<file path="config.mk">
export PLATFORM = sky130hd
export DESIGN_NAME = udp_hdr_insert_tx
export DESIGN_NICKNAME = d
export VERILOG_FILES = /design/src/rtl/udp_hdr_insert_pkg.sv /design/src/rtl/udp_hdr_ram.sv /design/src/rtl/udp_hdr_insert_tx.sv
export SDC_FILE = /design/constraint.sdc
export NUM_CORES = 2
export LEC_CHECK = 0
export BUFFER_PORTS_ARGS = -buffer_cell sky130_fd_sc_hd__buf_4
export CAP_MARGIN = 5
export CORE_ASPECT_RATIO = 1.5
export CORE_MARGIN = 3
export CORE_UTILIZATION = 56
export CTS_CLUSTER_DIAMETER = 50
export CTS_CLUSTER_SIZE = 16
export DETAILED_ROUTE_END_ITERATION = 16
export PLACE_DENSITY = 0.75
export REMOVE_ABC_BUFFERS = 1
export SLEW_MARGIN = 20
export SYNTH_ARGS = -nofsm -noshare
export SYNTH_HDL_FRONTEND = slang
export SYNTH_SLANG_ARGS = --single-unit
export TNS_END_PERCENT = 5
</file>
<file path="constraint.sdc">
create_clock -name clk -period 2.9 [get_ports clk]
set_input_delay 0.145 -clock clk [delete_from_list [all_inputs] [get_ports clk]]
set_output_delay 0.145 -clock clk [all_outputs]
set_load 0.005 [all_outputs]
</file>
<file path="src/rtl/udp_hdr_insert_pkg.sv">
// Shared types and field positions for the UDP/IP/Ethernet header inserter.
// Stream word layout: {occ[1:0], eof, sof, data[31:0]}.
package udp_hdr_insert_pkg;

  typedef enum logic [1:0] {
    IDLE    = 2'd0,
    HDR     = 2'd1,
    PAYLOAD = 2'd2
  } state_t;

  localparam int OCC_MSB     = 35;
  localparam int EOF_BIT     = 33;
  localparam int SOF_BIT     = 32;
  localparam int CTL_INS_BIT = 16;

  localparam logic [7:0] ADDR_MASK = 8'hC0;

endpackage

</file>
<file path="src/rtl/udp_hdr_ram.sv">
// 64x32 header store: synchronous write, asynchronous read.
// Latency: write visible the cycle after the strobe; read is combinational.
// Backpressure: none, the write port is always accepted.
module udp_hdr_ram (
  input  logic        clk,
  input  logic        we,
  input  logic [5:0]  waddr,
  input  logic [31:0] wdata,
  input  logic [5:0]  raddr,
  output logic [31:0] rdata
);

  logic [31:0] mem [64];

  always_ff @(posedge clk) begin
    if (we) begin
      mem[waddr] <= wdata;
    end
  end

  assign rdata = mem[raddr];

endmodule

</file>
<file path="src/rtl/udp_hdr_insert_tx.sv">
// Prepends a programmed header to each packet; control word is consumed. Length patch: UDP_HDR_INSERT_LEN_PATCH_EN.
// Latency: payload is combinational pass-through; header words stream one per cycle from the RAM.
// Backpressure: dst_rdy_i low freezes header index and state; payload ready follows dst_rdy_i directly.
module udp_hdr_insert_tx #(
  parameter int BASE      = 0,
  parameter int HDR_WORDS = 13,
  parameter int LEN_IDX   = 4,
  parameter int LEN_ADD   = 0
) (
  input  logic        clk,
  input  logic        reset_n,
  input  logic        clear,
  input  logic        set_stb,
  input  logic [7:0]  set_addr,
  input  logic [31:0] set_data,
  input  logic [35:0] datain,
  input  logic        src_rdy_i,
  output logic        dst_rdy_o,
  output logic [35:0] dataout,
  output logic        src_rdy_o,
  input  logic        dst_rdy_i
);

  import udp_hdr_insert_pkg::*;

`ifdef UDP_HDR_INSERT_LEN_PATCH_EN
  localparam bit PATCH_EN = 1'b1;
`else
  localparam bit PATCH_EN = 1'b0;
`endif

  localparam logic [5:0]  LAST_IDX = 6'(HDR_WORDS - 1);
  localparam logic [5:0]  PATCH_IDX = 6'(LEN_IDX);
  localparam logic [15:0] LEN_OFS  = 16'(LEN_ADD);
  localparam logic [7:0]  BASE_BLK = 8'(BASE) & ADDR_MASK;

  state_t      state, state_nxt;
  logic [5:0]  idx, idx_nxt;
  logic        eof_pending, eof_pending_nxt;
  logic        first_pending, first_pending_nxt;
  logic [15:0] len, len_nxt;

  logic        ram_we;
  logic [31:0] ram_rdata;
  logic [31:0] hdr_word;

  assign ram_we = set_stb && ((set_addr & ADDR_MASK) == BASE_BLK);

  udp_hdr_ram u_ram (
    .clk   (clk),
    .we    (ram_we),
    .waddr (set_addr[5:0]),
    .wdata (set_data),
    .raddr (idx),
    .rdata (ram_rdata)
  );

  // Low half of the selected word carries the packet length when patching is built in.
  always_comb begin
    hdr_word = ram_rdata;
    if (PATCH_EN && (idx == PATCH_IDX)) begin
      hdr_word[15:0] = len + LEN_OFS;
    end
  end

  always_ff @(posedge clk or negedge reset_n) begin
    if (!reset_n) begin
      state         <= IDLE;
      idx           <= '0;
      eof_pending   <= 1'b0;
      first_pending <= 1'b0;
      len           <= '0;
    end else begin
      state         <= state_nxt;
      idx           <= idx_nxt;
      eof_pending   <= eof_pending_nxt;
      first_pending <= first_pending_nxt;
      len           <= len_nxt;
    end
  end

  always_comb begin
    state_nxt         = state;
    idx_nxt           = idx;
    eof_pending_nxt   = eof_pending;
    first_pending_nxt = first_pending;
    len_nxt           = len;
    dst_rdy_o         = 1'b0;
    src_rdy_o         = 1'b0;
    dataout           = '0;

    case (state)
      IDLE: begin
        dst_rdy_o = 1'b1;
        // Words without sof here are stray tails and are dropped.
        if (src_rdy_i && datain[SOF_BIT]) begin
          len_nxt = datain[15:0];
          if (datain[CTL_INS_BIT]) begin
            state_nxt       = HDR;
            idx_nxt         = '0;
            eof_pending_nxt = datain[EOF_BIT];
          end else if (!datain[EOF_BIT]) begin
            state_nxt         = PAYLOAD;
            first_pending_nxt = 1'b1;
          end
        end
      end

      HDR: begin
        src_rdy_o = 1'b1;
        dataout   = {2'b00, eof_pending && (idx == LAST_IDX), idx == 6'd0, hdr_word};
        if (dst_rdy_i) begin
          if (idx == LAST_IDX) begin
            idx_nxt           = '0;
            eof_pending_nxt   = 1'b0;
            first_pending_nxt = 1'b0;
            state_nxt         = eof_pending ? IDLE : PAYLOAD;
          end else begin
            idx_nxt = idx + 6'd1;
          end
        end
      end

      PAYLOAD: begin
        src_rdy_o = src_rdy_i;
        dst_rdy_o = dst_rdy_i;
        dataout   = {datain[OCC_MSB:EOF_BIT], first_pending, datain[31:0]};
        if (src_rdy_i && dst_rdy_i) begin
          first_pending_nxt = 1'b0;
          if (datain[EOF_BIT]) begin
            state_nxt = IDLE;
          end
        end
      end

      default: begin
        state_nxt = IDLE;
      end
    endcase

    if (clear) begin
      state_nxt         = IDLE;
      idx_nxt           = '0;
      eof_pending_nxt   = 1'b0;
      first_pending_nxt = 1'b0;
      len_nxt           = '0;
    end
  end

endmodule

</file>
==> key figures <==
Status
  • Failing checks: negative setup slack
  • Status: finished with violations

Detailed routing
  • Antenna Nets Post-Route: 0
  • Met1 Wirelength: 71800 µm
  • Top sig layer: met5
  • Routed wl met3: 20100 µm
  • Wire per inst: 33.5 µm
  • Drt first pass iters: 6
  • Drt drc: 0
  • Met2 wire length: 103000 µm
  • Iter 0 DRT Violations: 5493
  • Final WL: 203000 µm
  • Via density: 6.75
  • Vias: 40.9k

Power
  • Register share of total power: 55.2%
  • Net load switching power: 13.2 mW
  • Design Power: 59.5 mW
  • Combinational Power Share: 12.6%
  • Power per cell area: 654 mW/mm²
  • Switching part of the total: 22.2%
  • Max VDD drop: 594 µV
  • Clock power frac: 32.2%
  • Pleak: 27.5 nW
  • Int Power: 46.3 mW

Yosys
  • Synthesized flop and latch total: 2058
  • Count of cell types in the netlist: 55
  • Cell taking the most area after synthesis: edfxtp_1
  • Synth Area in XOR/XNOR: 0%
  • Adder-cell share of the synthesized area: 0.0789%
  • Share of Yosys cell area claimed by the top area cell type: 77.5%
  • Synth Area in Compound Gates: 3.51%
  • Synth async-reset ratio: 0.486%
  • Largest family of logic cells by synthesized area: multiplexers
  • Post-Syn Area: 0.0793 mm²
  • Number of flops mapped to enable cells by yosys: 2048
  • Post-synthesis mux area share: 15.0%
  • Most used DFF post-synth: edfxtp_1
  • Area contributors post-synth: edfxtp_1 (78%), mux4_2 (12%), mux2i_1 (2.5%)
  • Ys Warns: 0
  • Simple-Gate Fraction of Synth Area: 2.24%
  • Post-Syn Area per Cell: 21.3 µm²
  • Sequential share of the synthesized area: 77.9%
  • Mapped Cells: 3718

Cells and area
  • Synthesis-to-finish area growth: 14.6%
  • Fillcell total: 8845
  • Fin nets: 4230
  • Final cell count without fillers: 6053
  • Share of layout cells above drive strength 1: 29.0%
  • Core Util, Final: 64.8%

Global route
  • First-pass GRT wire length: 291000 µm
  • Gr usage total: 27.9%
  • Global route total overflow: 0
  • Initial antenna violation count: 6
  • Vias in the first global route: 41.6k
  • Pin count of the biggest net entering global routing: 65

Clock network
  • Maximum clock insertion buffer count: 3
  • Clock Latency Late Sink: 770 ps
  • CTS root buffer: clkbuf_16
  • Num CTS Buffers: 150
  • Number of clock sinks: 2058
  • Number of H-tree levels: 4
  • CTS clock-pin slew for the worst setup and hold paths: 70 ps
  • TritonCTS clock tree: yes

STA
  • RSZ-0062 raised after global routing: true
  • Top achievable clock speed: 282 MHz
  • Final Hold Viols: 0
  • Max-slew violation count: 0
  • Skew final: 4.31 ps
  • Crit path time final: 3550 ps
  • Slew headroom: 45.8%
  • Setup Viol. Count Final: 34
  • WHS: 71.4 ps
  • Transition time of the tightest slew-check pin: 810 ps
  • Tcrit/Tclk final: 122%
  • Final setup margin: -647 ps

Place
  • PortBufs: 119
  • Placed Cells: 5792
  • Gp weighted congestion: 0.799
  • Dpl hpwl: 115000 µm

Worst setup path
  • Bufs and invs on worst path: 5
  • Critical Path Start Type: flip-flop
  • CP Data Arrival Time: 3400 ps
  • Worst-path cell chain: buf_12, buf_16, buf_12, buf_12, mux4_2, a22oi_2, a41o_1, o211ai_1, buf_4
  • Max incr delay on CP: 520 ps
  • CP Data Required Time: 2760 ps
  • CP Capture Type: output port
  • CP Max Fanout: 14
  • Family with the most delay on the worst path: buffers and inverters
  • Slowest CP cell: mux4_2
  • Critical path's most frequent cell: buf_12
  • Crit Path Category: flip-flop to output port

Floorplan
  • Die area: 0.146 mm²
  • Core Region: 0.140 mm²
  • Io pins: 120
  • Die width: 313 µm
  • Die Ht: 467 µm
  • Rows: 168
  • Starting Density: 56.6%

Min path
  • Min-delay worst type: input port to flip-flop

Job
  • Max cap viols: 0
==> placed cells by master (no fill, tap or decap), drive strengths merged, types with 3 or more instances in the layout <==
master          n
a211o          18
a21oi          39
a222oi         13
a22o           43
a22oi          55
a41o           16
and2            7
buf           438
clkbuf        167
clkinv          8
dfrtp          10
diode           5
dlygate4sd3    43
edfxtp       2048
ha              5
inv            22
mux2           62
mux2i         200
mux4          407
nand2         160
nand2b          4
nand3          29
nand3b          7
nand4          20
nor2          126
nor2b           9
o2111ai        32
o211ai         39
o21ai          25
o221ai         27
o22a            6
o22ai          37
o31ai           6
or2             3
or3            19
or3b            7
==> power by group through the flow <==
stage / sequential, mW / clock [mW] / combinational, mW
2_1_floorplan: 33.8 / 0 / 2.72
3_3_place_gp: 33.5 / 0 / 6.78
3_5_place_dp: 33.5 / 0 / 6.89
4_1_cts: 32.8 / 19.3 / 7.26
5_1_grt: 32.8 / 20.4 / 7.95
6_report: 32.8 / 19.1 / 7.50
==> metal layers <==
layer | global-route usage, % | up-vias
met5 | 0 | -
met4 | 11.5 | 2
met3 | 5.41 | 447
met2 | 46.2 | 2667
met1 | 36.7 | 21400
li1 | - | 16400
==> state kept, by name, summed over array words and instances (netlist names) <==
| name | flops |
|---|---|
| u_ram.mem | 2048 |
| eof_pending | 1 |
| idx | 6 |
| first_pending | 1 |
| state | 2 |
==> synthesized netlist by cell type, drive strengths merged (39+ instances only) <==
cell type,number
mux2,62
o211ai,39
mux4,407
a21oi,39
clkbuf,82
nor2,126
nand2,160
mux2i,200
buf,129
edfxtp,2048
a22oi,55
a22o,43
==> tightest hold or removal path, stage by stage <==
cell and delay (ps):
buf_4 80, a21bo_2 130, a41oi_1 170, o2bb2ai_1 130, a21o_1 150
==> logic make-up after synthesis <==
kind of cell,after synthesis
compound gates,367
fa+ha+maj,5
flops,2058
buf+inv,220
mux,669
simple gates,399
==> path summary, 6_finish.rpt <==
check	cells past startpoint	start	end	slack (ps)
worst min-delay path	5	datain[32]	first_pending	70
worst max register to register	10	idx[0]	state[1]	240
max in group asynchronous	3	reset_n	idx[3]	2050
min in group asynchronous	3	reset_n	idx[0]	450
worst min register to register	2	eof_pending	eof_pending	530
worst max-delay path	9	idx[0]	dataout[6]	-650
==> through the flow <==
stage / instance area [µm²] / TNS (ps) / worst slack, ps
detailed placement: 85500 / -540 / -259
global placement: 85500 / -358 / -235
CTS: 90400 / -20420 / -696
floorplan: 78300 / -718940 / -18160
global route: 90900 / -21640 / -727
finish: 90900 / -18240 / -647
==> layout make-up <==
type                    count  area, µm²  area share [%]
multi-input cells        1440      17300            19.0
clock buffers             165       3910            4.30
flip-flops and latches   2058      61800            68.0
well taps                1870       2340            2.57
diodes                      5       12.5          0.0138
clock inverters            22        220           0.242
repair buffers            484       5280            5.81
inverters                   9       41.3          0.0454
==> timing repair <==
item	4_1_cts	5_1_grt
setup endpoints to repair	34	35
gates resized for setup	55	51
endpoints found under the hold margin	2076	0
hold buffers	43	0
cloned	2	2
pin swaps	20	33
setup buffers	6	16
No activity file was read; power rests on OpenSTA's default activity.
